[src/rtl/spi_angle_reader.sv]
`default_nettype none
// ============================================================================
//  Module      : spi_angle_reader
//  Description : Periodically reads one register of an SPI accelerometer
//                (mode 3) and turns the signed Y-axis byte into an
//                offset-binary tilt value (128 = level) for the servo PWM
//                stage.
//
//                Ports:
//                  clk      system clock (100 MHz nominal)
//                  rst      synchronous, active-high reset
//                  miso     serial data from the sensor
//                  sclk     SPI clock, idles high (CPOL=1, CPHA=1)
//                  cs_n     SPI chip select, active low
//                  mosi     serial data to the sensor
//                  y_angle  offset-binary tilt, held between updates
//                  y_valid  one-cycle pulse when y_angle updates
//                  busy     high for the whole transaction
//
//                Parameters:
//                  CLK_DIV      SCLK half-period in clk cycles (2..255)
//                  POLL_CYCLES  clk cycles between transaction starts
//                  REG_ADDR     sensor register holding the Y-axis byte
//
//                Build option:
//                  ANGLE_AVG_EN  when defined, y_angle is the mean of the
//                                last four converted samples.
//  Revision    : 1.0 - initial release
// ============================================================================
module spi_angle_reader #(
    parameter int         CLK_DIV     = 50,
    parameter int         POLL_CYCLES = 2000000,
    parameter logic [7:0] REG_ADDR    = 8'h34
) (
    input  logic       clk,
    input  logic       rst,
    input  logic       miso,
    output logic       sclk,
    output logic       cs_n,
    output logic       mosi,
    output logic [7:0] y_angle,
    output logic       y_valid,
    output logic       busy
);

    localparam int             c_POLL_W    = (POLL_CYCLES > 1) ? $clog2(POLL_CYCLES) : 1;
    localparam logic [c_POLL_W-1:0] c_POLL_LAST = c_POLL_W'(POLL_CYCLES - 1);
    localparam logic [7:0]     c_DIV_LAST  = 8'(CLK_DIV - 1);
    localparam logic [4:0]     c_HALF_LAST = 5'd31;
    // Read command (bit7 = read, bit6 = single byte) followed by a dummy byte
    // during which the sensor returns the register contents.
    localparam logic [15:0]    c_TX_WORD   = {2'b10, REG_ADDR[5:0], 8'h00};

    typedef enum logic [2:0] {
        S_IDLE     = 3'd0,
        S_CS_SETUP = 3'd1,
        S_SHIFT    = 3'd2,
        S_CS_HOLD  = 3'd3,
        S_DONE     = 3'd4
    } state_t;

    state_t                r_state, w_state_nxt;
    logic [c_POLL_W-1:0]   r_poll,  w_poll_nxt;
    logic [7:0]            r_div,   w_div_nxt;
    logic [4:0]            r_half,  w_half_nxt;
    logic [15:0]           r_tx,    w_tx_nxt;
    logic [7:0]            r_rx,    w_rx_nxt;
    logic                  r_sclk,  w_sclk_nxt;
    logic                  r_cs_n,  w_cs_n_nxt;
    logic                  r_mosi,  w_mosi_nxt;
    logic                  r_busy,  w_busy_nxt;
    logic [7:0]            r_y,     w_y_nxt;
    logic                  r_valid, w_valid_nxt;

    logic                  w_poll_tick;
    logic                  w_div_done;
    logic [7:0]            w_sample;

    assign w_poll_tick = (r_poll == c_POLL_LAST);
    assign w_div_done  = (r_div == c_DIV_LAST);
    // Two's complement to offset binary is a flip of the sign bit.
    assign w_sample    = r_rx ^ 8'h80;

`ifdef ANGLE_AVG_EN
    // r_hist[0] is the most recent sample.
    logic [7:0] r_hist [0:3];
    logic [9:0] w_sum;
    logic       w_hist_load;

    assign w_sum       = {2'b00, w_sample} + {2'b00, r_hist[0]} +
                         {2'b00, r_hist[1]} + {2'b00, r_hist[2]};
    assign w_hist_load = (r_state == S_CS_HOLD) && w_div_done;

    always_ff @(posedge clk) begin
        if (rst) begin
            r_hist[0] <= 8'd128;
            r_hist[1] <= 8'd128;
            r_hist[2] <= 8'd128;
            r_hist[3] <= 8'd128;
        end else if (w_hist_load) begin
            r_hist[0] <= w_sample;
            r_hist[1] <= r_hist[0];
            r_hist[2] <= r_hist[1];
            r_hist[3] <= r_hist[2];
        end
    end
`endif

    // Next-state and next-output logic. Outputs are registered from these
    // next values so sclk/cs_n/mosi are glitch-free and line up with the
    // state they belong to.
    always_comb begin
        w_state_nxt = r_state;
        // The poll counter free-runs so starts stay exactly POLL_CYCLES apart;
        // a tick seen outside IDLE is simply ignored.
        w_poll_nxt  = w_poll_tick ? '0 : r_poll + 1'b1;
        w_div_nxt   = r_div;
        w_half_nxt  = r_half;
        w_tx_nxt    = r_tx;
        w_rx_nxt    = r_rx;
        w_sclk_nxt  = r_sclk;
        w_cs_n_nxt  = r_cs_n;
        w_mosi_nxt  = r_mosi;
        w_busy_nxt  = r_busy;
        w_y_nxt     = r_y;
        w_valid_nxt = 1'b0;

        case (r_state)
            S_IDLE: begin
                if (w_poll_tick) begin
                    w_state_nxt = S_CS_SETUP;
                    w_cs_n_nxt  = 1'b0;
                    w_busy_nxt  = 1'b1;
                    w_sclk_nxt  = 1'b1;
                    w_div_nxt   = '0;
                    w_tx_nxt    = c_TX_WORD;
                end
            end

            S_CS_SETUP: begin
                w_div_nxt = r_div + 1'b1;
                if (w_div_done) begin
                    // First SCLK fall: present the command MSB.
                    w_state_nxt = S_SHIFT;
                    w_div_nxt   = '0;
                    w_half_nxt  = '0;
                    w_sclk_nxt  = 1'b0;
                    w_mosi_nxt  = r_tx[15];
                    w_tx_nxt    = {r_tx[14:0], 1'b0};
                end
            end

            S_SHIFT: begin
                w_div_nxt = r_div + 1'b1;
                if (w_div_done) begin
                    w_div_nxt = '0;
                    if (r_half == c_HALF_LAST) begin
                        // Last high phase complete; sclk stays high.
                        w_state_nxt = S_CS_HOLD;
                    end else begin
                        w_half_nxt = r_half + 1'b1;
                        if (!r_half[0]) begin
                            // Rising edge: sample. The 8-bit shifter keeps
                            // only the last eight bits, i.e. the data byte.
                            w_sclk_nxt = 1'b1;
                            w_rx_nxt   = {r_rx[6:0], miso};
                        end else begin
                            // Falling edge: next MOSI bit.
                            w_sclk_nxt = 1'b0;
                            w_mosi_nxt = r_tx[15];
                            w_tx_nxt   = {r_tx[14:0], 1'b0};
                        end
                    end
                end
            end

            S_CS_HOLD: begin
                w_div_nxt = r_div + 1'b1;
                if (w_div_done) begin
                    w_state_nxt = S_DONE;
                    w_div_nxt   = '0;
                    w_cs_n_nxt  = 1'b1;
                    w_valid_nxt = 1'b1;
`ifdef ANGLE_AVG_EN
                    w_y_nxt     = w_sum[9:2];
`else
                    w_y_nxt     = w_sample;
`endif
                end
            end

            S_DONE: begin
                // busy spans the result cycle so it frames the full
                // transaction, including the y_valid pulse.
                w_state_nxt = S_IDLE;
                w_busy_nxt  = 1'b0;
            end

            default: begin
                w_state_nxt = S_IDLE;
                w_cs_n_nxt  = 1'b1;
                w_sclk_nxt  = 1'b1;
                w_busy_nxt  = 1'b0;
            end
        endcase
    end

    always_ff @(posedge clk) begin
        if (rst) begin
            r_state <= S_IDLE;
            r_poll  <= '0;
            r_div   <= '0;
            r_half  <= '0;
            r_tx    <= '0;
            r_rx    <= '0;
            r_sclk  <= 1'b1;
            r_cs_n  <= 1'b1;
            r_mosi  <= 1'b0;
            r_busy  <= 1'b0;
            r_y     <= 8'd128;
            r_valid <= 1'b0;
        end else begin
            r_state <= w_state_nxt;
            r_poll  <= w_poll_nxt;
            r_div   <= w_div_nxt;
            r_half  <= w_half_nxt;
            r_tx    <= w_tx_nxt;
            r_rx    <= w_rx_nxt;
            r_sclk  <= w_sclk_nxt;
            r_cs_n  <= w_cs_n_nxt;
            r_mosi  <= w_mosi_nxt;
            r_busy  <= w_busy_nxt;
            r_y     <= w_y_nxt;
            r_valid <= w_valid_nxt;
        end
    end

    assign sclk    = r_sclk;
    assign cs_n    = r_cs_n;
    assign mosi    = r_mosi;
    assign busy    = r_busy;
    assign y_angle = r_y;
    assign y_valid = r_valid;

endmodule
`default_nettype wire
[config.mk]
export PLATFORM = sky130hd
export DESIGN_NAME = spi_angle_reader
export DESIGN_NICKNAME = d
export VERILOG_FILES = /design/src/rtl/spi_angle_reader.sv
export SDC_FILE = /design/constraint.sdc
export NUM_CORES = 1
export LEC_CHECK = 0
export ABC_AREA = 1
export BUFFER_PORTS_ARGS = -buffer_cell sky130_fd_sc_hd__buf_2
export CAP_MARGIN = 20
export CORE_MARGIN = 2
export CORE_UTILIZATION = 25
export DETAILED_ROUTE_END_ITERATION = 12
export GPL_ROUTABILITY_DRIVEN = 0
export HOLD_SLACK_MARGIN = 0.15
export PLACE_DENSITY = 0.42
export SLEW_MARGIN = 20
export SYNTH_ARGS = -nofsm -noshare
export SYNTH_HDL_FRONTEND = slang
export SYNTH_SLANG_ARGS = --single-unit
[constraint.sdc]
create_clock -name clk -period 1.7 [get_ports clk]
set_input_delay 0.17 -clock clk [delete_from_list [all_inputs] [get_ports clk]]
set_output_delay 0.17 -clock clk [all_outputs]
set_load 0.02 [all_outputs]
# Word level (Yosys, flattened, before mapping)

Index checks and enable logic that the tools add are counted.

Bits in registers: 74
Latch bits: 0
RAM bits: 0
Bits in read-only memories: 0
Input bits: 3
Output and inout bits: 13
Logic and storage cells: 90
Memories: 0

Add/subtract/negate cells: 3
$mul: 0
Div/mod/pow operators: 0
Magnitude comparators: 0
Equal/unequal tests: 14
Shift operators: 0
Multiplexer cells: 35
Bitwise operators: 7
Reductions and logical operators: 19

Operators by type and width:

| kind                                           | number |
|---|---|
| 2-to-1 mux 16 bit                              | 5 |
| case mux 16 bit (3 select lines)               | 1 |
| adder 21 x 1 -> 21 bit (second input constant) | 1 |
| == test 21 bit (second input constant)         | 1 |
| 2-to-1 mux 8 bit                               | 2 |
| case mux 8 bit (2 select lines)                | 1 |
| 2-to-1 mux 3 bit                               | 5 |
| 2-to-1 mux 5 bit                               | 3 |
| AND reduction 5 bit                            | 3 |
| inequality test 2 bit (second input constant)  | 7 |
| 2-to-1 mux 1 bit                               | 12 |
| case mux 3 bit (4 select lines)                | 1 |
| case mux 5 bit (2 select lines)                | 1 |
| adder 8 x 1 -> 8 bit (second input constant)   | 1 |
| == test 8 x 6 -> 1 bit (second input constant) | 1 |
| AND reduction 4 bit                            | 2 |
| inverter 1 bit                                 | 7 |
| == test 3 x 2 -> 1 bit (second input constant) | 2 |
| AND reduction 2 bit                            | 3 |
| AND reduction 6 bit                            | 1 |
| OR reduction 2 bit                             | 3 |
| OR reduction 3 bit                             | 2 |
| adder 5 x 1 -> 5 bit (second input constant)   | 1 |
| == test 5 bit (second input constant)          | 1 |
| other kinds (9)                                | 11 |

# Logic depth before layout (Yosys ltp)

Gate-level depths: netlist of run 1.

Depth after elaboration: 4
Depth in mapped cells: 12
Depth with buffers taken out: 12

# Worst setup path after synthesis of run 1

No wires, ideal clock.

Path kind: reg2reg
Start: register r_half[0]
End: register r_rx[6]
Arrival time: 1426 ps
Required time: 1581 ps
Slack: 154 ps
Cell stages (with the launch flop): 10
Buffers on the path: 1
Clock period less this slack: 1546 ps
Cells stage by stage: dfxtp_1 > ha_1 > inv_1 > nor2_1 > ha_1 > nor2_4 > nand3_2 > buf_2 > o21ai_0 > a21oi_1

Word-level cells in the longest chain between the ends: 3
Elaborated cells on any way between the ends: 4

RTL lines:

| element                         | RTL line | text |
|---|---|---|
| from (decl)                     | 65       | `logic [4:0] r_half, w_half_nxt;` |
| from (signal assigned)          | 226      | `r_half <= w_half_nxt;` |
| == test 5 bit                   | 157      | `if (r_half == c_HALF_LAST) begin` |
| inverter 1 bit (no line)        | --       |  |
| AND reduction 4 bit (no line) * | --       |  |
| to (signal assigned)            | 228      | `r_rx <= w_rx_nxt;` |
| to (decl)                       | 67       | `logic [7:0] r_rx, w_rx_nxt;` |

Mark *: on every way between the ends. The rest lies on a longest branch, timed or not.
A chain may end at the register's enable or synchronous reset.

# Worst setup path after layout of run 1

Start: register r_poll[1]
End: register r_poll[14]

Word-level cells in the longest chain between the ends: 2
Elaborated cells on any way between the ends: 3

RTL lines:

| element                                                        | RTL line | text |
|---|---|---|
| from (decl)                                                    | 63       | `logic [c_POLL_W-1:0] r_poll, w_poll_nxt;` |
| from (signal assigned)                                         | 224      | `r_poll <= w_poll_nxt;` |
| branches (longest 2 deep; another with adder 21 x 1 -> 21 bit) | --       |  |

Parallel ways; which one is timed is not known.

==> flow_metrics.env, run 1 <==
export IMPL_drc=0
export IMPL_ys_types=33
export IMPL_p_leak_nw=1.481
export IMPL_rr_startpoint="r_poll[1]"
export IMPL_finClkSkew_ns=0.006378
export IMPL_clk_latency_ns=0.33
export IMPL_ir_drop_uv=530.9
export IMPL_reg2regPathDepth=7
export IMPL_critPathLaunchType="flop"
export IMPL_crit_type="reg2reg"
export IMPL_tns_ns=0
export IMPL_cts_root_buf="clkbuf_16"
export IMPL_regToRegEndpoint="r_poll[14]"
export IMPL_ys_warn_count=0
export IMPL_grt_overflow_total=0
export IMPL_final_util_pct=32.83
export IMPL_grt_setup_unrepaired="yes"
export IMPL_initial_utilization_pct=25.84
export IMPL_synthArstFlopShare_pct=0
export IMPL_syn_avg_cell_area_um2=7.259
export IMPL_grt_max_degree=25
export IMPL_die_x_um=116.1
export IMPL_diodes=0
export IMPL_numPortBuffers=15
export IMPL_syn_num_nets=441
export IMPL_die_area_mm2=0.01349
export IMPL_total_power_mw=4.191
export IMPL_wl_um=6932
export IMPL_register_area_mm2=0.001284
export IMPL_fmax_ghz=0.6296
export IMPL_cts_clk_slew_worst_paths_ns=0.06
export IMPL_use_met3_pct=1.920
export IMPL_synth_edf_count=0
export IMPL_hold_viol_final=0
export IMPL_grt_first_pass_wirelength_um=11900
export IMPL_worst_slack_ns=0.1117
export IMPL_worstPathRequired_ns=1.96
export IMPL_finalNetCount=485
export IMPL_synthFlopType="dfxtp_1"
export IMPL_tritoncts="built"
export IMPL_crit_start="r_poll[1]"
export IMPL_setup_viol=0
export IMPL_worstHoldPathType="in2reg"
export IMPL_cp_endpoint="r_poll[14]"
export IMPL_fin_crit_sh_pct=93.43
export IMPL_gr_max_usage_layer="met2"
export IMPL_detail_route_first_pass_iterations=4
export IMPL_synth_area_mm2=0.003143
export IMPL_rows=40
export IMPL_dp_hpwl_um=5012
export IMPL_core_mm2=0.01216
export IMPL_grtUsageMet1_pct=14.60
export IMPL_use_met2_pct=17.70
export IMPL_maxSlewViolCount=0
export IMPL_clk_path_buf_depth=2
export IMPL_cts_htree_levels=3
export IMPL_drt_iter0_drc=76
export IMPL_post_drt_via_cell_ratio=4.309
export IMPL_num_fill_cells=1294
export IMPL_ant_nets=0
export IMPL_area_growth_pct=27.03
export IMPL_post_place_ws_ns=-0.01396
export IMPL_power_density_mw_per_mm2=1050
export IMPL_crit_path_end_kind="flop"
export IMPL_via_count=2801
export IMPL_tightestPinTransition_ns=0.3737
export IMPL_path_max_fanout=4
export IMPL_synth_cells=433
export IMPL_io_pins=16
export IMPL_die_h_um=116.1
export IMPL_yosysSeqAreaShare_pct=40.76
export IMPL_period_minus_slack_ns=1.588
export IMPL_maxCapViolCount=0
export IMPL_routedWlPerCell_um=10.66
export IMPL_cts_buffers=9
export IMPL_grt_pass1_vias=2586
export IMPL_antenna_found_initial=0
export IMPL_drive_gt1_share_pct=21.37
export IMPL_arrival_ns=1.85
export IMPL_outcome="finished clean"
export IMPL_regToRegSetupSlack_ns=0.11
export IMPL_cts_sinks=64
export IMPL_multi_input_area_mm2=0.001633
export IMPL_relSlewSlack_pct=75.09
export IMPL_track_usage_pct=11.24
export IMPL_ys_seq_elements=64
area by class of cell:
type                       count  share of cell area, %
multi-input combinational    299                  40.90
sequential                    64                  32.15
timing repair buffer          46                  8.179
clock buffer                  11                  6.080
inverter                      57                  5.422
tap                          168                  5.265
clock inverter                 5                  2.006
placed cells by master (no fill, tap or decap), drive strengths merged, types with 2 or more instances in the layout:
cell type | netlist | routed
nor2 | 51 | 51
bufinv | 0 | 2
xor2 | 4 | 4
ha | 5 | 5
nor4 | 2 | 2
nand2 | 85 | 85
o21ai | 27 | 27
nand4 | 15 | 15
clkbuf | 4 | 11
nand3b | 3 | 3
clkinvlp | 0 | 2
a21oi | 50 | 50
buf | 9 | 45
nand3 | 35 | 35
dfxtp | 64 | 64
or2 | 5 | 5
nor3 | 12 | 12
xnor2 | 3 | 3
inv | 57 | 57
power breakdown:
part	leakage, nW	total (mW)	switching, mW	internal [mW]
combinational	0.813	0.581	0.374	0.208
clock	0.152	1.98	0.659	1.32
sequential	0.517	1.63	0.0519	1.58
worst min-delay path by stage:
stage | startpoint | end | slack [ns] | cells after the start
global route | rst | r_div[5] | 0.28 | 2
CTS | rst | r_div[5] | 0.25 | 2
finish | rst | r_state[1] | 0.25 | 2
global placement | r_rx[7] | r_rx[7] | 0.44 | 2
detailed placement | r_tx[10] | r_tx[10] | 0.44 | 2
floorplan | miso | r_rx[0] | 0.36 | 2
cells in the mapped netlist (5+ instances only):
master | count | share of area (%)
nand2_1 | 80 | 9.6
dfxtp_1 | 64 | 41
a21oi_1 | 49 | 7.8
inv_1 | 49 | 5.9
nor2_1 | 42 | 5.0
nand3_1 | 31 | 4.9
o21ai_0 | 24 | 3.8
nand4_1 | 14 | 2.8
nor3_1 | 10 | 1.6
inv_2 | 8 | 0.96
buf_2 | 5 | 0.80
ha_1 | 5 | 2.0
nor2_2 | 5 | 1.0
critical path, stage by stage, from the launching register on:
cell     delay, ns
dfxtp_2       0.35
ha_4          0.15
nand3_4       0.09
buf_6         0.15
nor3_4        0.20
nand4_1       0.20
or2_0         0.26
a21oi_1       0.11
metrics by stage:
step                      cell area, µm²  std cells  hold slack (ns)
final                               3993        650           0.2534
after global routing                3993        650           0.2767
after CTS                           3899        647           0.2473
after detailed placement            3558        630           0.4426
after global placement              3558        630           0.4375
after floorplan                     3143        433           0.3604
cells by family after synthesis:
family	count (synthesis)	synth area share, %
simple gates	209	32.92
xor+xnor	7	1.951
buf+inv	70	9.514
flops	64	40.76
compound gates	78	12.86
fa+ha+maj	5	1.990
flip-flops by register name, indices dropped and copies added, names as in the netlist:
| register | count |
|---|---|
| cs_n | 1 |
| r_rx | 8 |
| r_poll | 21 |
| y_angle | 8 |
| r_half | 5 |
| r_div | 8 |
| r_tx | 6 |
| busy | 1 |
| r_state | 3 |
| mosi | 1 |
| y_valid | 1 |
| sclk | 1 |
per-layer routing:
metal	share of wire (%)	vias to the layer above	routed length [µm]
met4	2.3	0	159
met1	50	1250	3494
met3	2.6	12	178
met2	45	31	3098
met5	0	-	0
li1	-	1508	-
timing repair:
action	4_1_cts	5_1_grt
endpoints found under the setup margin	1	33
endpoints found under the hold margin	1	0
buffers inserted	0	3
gates resized for setup	1	17
pin swaps	0	6
hold buffers	1	0
Power figures use the tool's default switching activity.
==> run 2: changes to the inputs <==
--- a/config.mk
+++ b/config.mk
@@ -10,6 +10,7 @@
 export CAP_MARGIN = 20
 export CORE_MARGIN = 2
 export CORE_UTILIZATION = 25
+export CTS_BUF_LIST = sky130_fd_sc_hd__clkbuf_4
 export DETAILED_ROUTE_END_ITERATION = 12
 export GPL_ROUTABILITY_DRIVEN = 0
 export HOLD_SLACK_MARGIN = 0.15
==> run 2 against run 1 <==
Largest power group is now sequential cells; final cell count rose by 0.15%; highest routed layer unchanged; first-iteration DRC count rose by 12%; power fell by 19%; critical path type unchanged; sequential power barely moved; die area is the same; setup slack is essentially flat; flip-flop and latch count did not move; via count shrank 0.18%; maximum frequency about the same; register-to-register slack hardly changed; final area fell by 3.8%.
==> flow_metrics.env, run 2 (synthesis results as in run 1) <==
export IMPL_use_met2_pct=17.62
export IMPL_switchingPower_mw=1.004
export IMPL_via_count=2796
export IMPL_wl_um=6931
export IMPL_p_leak_nw=1.414
export IMPL_swShare_pct=29.57
export IMPL_ir_drop_uv=338.9
export IMPL_cts_clk_slew_worst_paths_ns=0.12
export IMPL_outcome="finished clean"
export IMPL_tns_ns=0
export IMPL_worstHoldPathType="reg2reg"
export IMPL_fin_crit_sh_pct=93.43
export IMPL_numPortBuffers=15
export IMPL_maxCapViolCount=0
export IMPL_hold_viol_final=0
export IMPL_arrival_ns=1.95
export IMPL_num_fill_cells=1310
export IMPL_final_util_pct=31.59
export IMPL_tritoncts="built"
export IMPL_clk_latency_ns=0.42
export IMPL_io_pins=16
export IMPL_dp_hpwl_um=5012
export IMPL_crit_path_end_kind="flop"
export IMPL_routedWlPerCell_um=10.65
export IMPL_grt_pass1_vias=2584
export IMPL_die_area_mm2=0.01349
export IMPL_detail_route_first_pass_iterations=6
export IMPL_register_area_mm2=0.001285
export IMPL_area_growth_pct=22.25
export IMPL_grt_setup_unrepaired="yes"
export IMPL_cts_buffers=9
export IMPL_ant_nets=0
export IMPL_gr_max_usage_layer="met2"
export IMPL_drive_gt1_share_pct=21.74
export IMPL_rows=40
export IMPL_drc=0
export IMPL_largest_register="r_poll"
export IMPL_power_density_mw_per_mm2=883.5
export IMPL_tightestPinTransition_ns=0.3757
export IMPL_grt_max_degree=25
export IMPL_finClkSkew_ns=0.01483
export IMPL_die_x_um=116.1
export IMPL_largest_reg_flops=21
export IMPL_grt_overflow_total=0
export IMPL_die_h_um=116.1
export IMPL_finalNetCount=486
export IMPL_critPathLaunchType="flop"
export IMPL_p_comb_share_pct=17.2
export IMPL_period_minus_slack_ns=1.588
export IMPL_clk_path_buf_depth=2
export IMPL_fmax_ghz=0.6296
export IMPL_path_max_fanout=4
export IMPL_track_usage_pct=11.11
export IMPL_setup_viol=0
export IMPL_grtUsageMet1_pct=14.47
export IMPL_relSlewSlack_pct=74.96
export IMPL_maxSlewViolCount=0
export IMPL_initial_utilization_pct=25.84
export IMPL_final_common_cell="nand2_1"
export IMPL_use_met3_pct=1.764
export IMPL_cts_htree_levels=3
export IMPL_multi_input_area_mm2=0.001635
export IMPL_p_int_mw=2.391
export IMPL_cts_root_buf="clkbuf_4"
export IMPL_drt_iter0_drc=85
export IMPL_cts_sinks=64
export IMPL_antenna_found_initial=0
export IMPL_core_mm2=0.01216
export IMPL_regToRegSetupSlack_ns=0.11
export IMPL_post_drt_via_cell_ratio=4.295
export IMPL_worstPathRequired_ns=2.06
export IMPL_pwr_share_seq_pct=48.0
export IMPL_power_frac_clock_pct=34.9
export IMPL_mostFrequentLayoutCells="nand2_1 (79), dfxtp_1 (61), a21oi_1 (49)"
export IMPL_crit_type="reg2reg"
export IMPL_diodes=0
export IMPL_total_power_mw=3.395
export IMPL_grt_first_pass_wirelength_um=11790
## run 2: critical path, cell delays in order, from the launching register on
cell	delay (ns)
dfxtp_2	0.37
ha_4	0.15
nand3_4	0.09
buf_6	0.15
nor3_4	0.20
nand4_1	0.20
or2_0	0.26
a21oi_1	0.11
## run 2: worst paths after layout
path | from | to | depth (start not counted)
max | r_poll[0] | r_poll[14] | 7
min | r_tx[10] | r_tx[10] | 2
max reg2reg | r_poll[0] | r_poll[14] | 7
min reg2reg | r_tx[10] | r_tx[10] | 2
## run 2: routing by layer
metal / routed length (µm) / vias up / part of all wire [%]
li1: - / 1499 / -
met1: 3539 / 1251 / 51
met2: 3046 / 34 / 44
met3: 174 / 12 / 2.5
met4: 171 / 0 / 2.5
met5: 0 / - / 0
## run 2: final cells by class
class / count / area share (%)
well taps: 168 / 5.471
clock inverters: 6 / 2.182
repair buffers: 47 / 8.759
multi-input cells: 299 / 42.56
flip-flops and latches: 64 / 33.44
inverters: 57 / 5.633
clock buffers: 10 / 1.954
## run 2: power groups by stage
| stage | registers [mW] | logic, mW | clock network (mW) |
|---|---|---|---|
| floorplan | 1.67 | 0.404 | 0 |
| global placement | 1.66 | 0.555 | 0 |
| detailed placement | 1.66 | 0.555 | 0 |
| CTS | 1.63 | 0.561 | 1.23 |
| global route | 1.64 | 0.666 | 1.28 |
| finish | 1.63 | 0.583 | 1.18 |
## run 2: stage by stage
stage	hold slack (ns)	setup slack [ns]	cells	area, µm²
CTS	0.4585	0.008590	648	3745
global route	0.4886	-0.02231	651	3842
floorplan	0.3604	0.1542	433	3143
detailed placement	0.4426	-0.01396	630	3558
global placement	0.4375	-0.01295	630	3558
finish	0.4554	0.1116	651	3842
## run 2: timing repair
action / CTS / global route
buffers inserted: 0 / 3
hold endpoints to repair: 11 / 0
gates cloned: 0 / 0
pin swaps: 0 / 5
gates resized for setup: 1 / 19
setup endpoints to repair: 3 / 35
hold buffers: 2 / 0
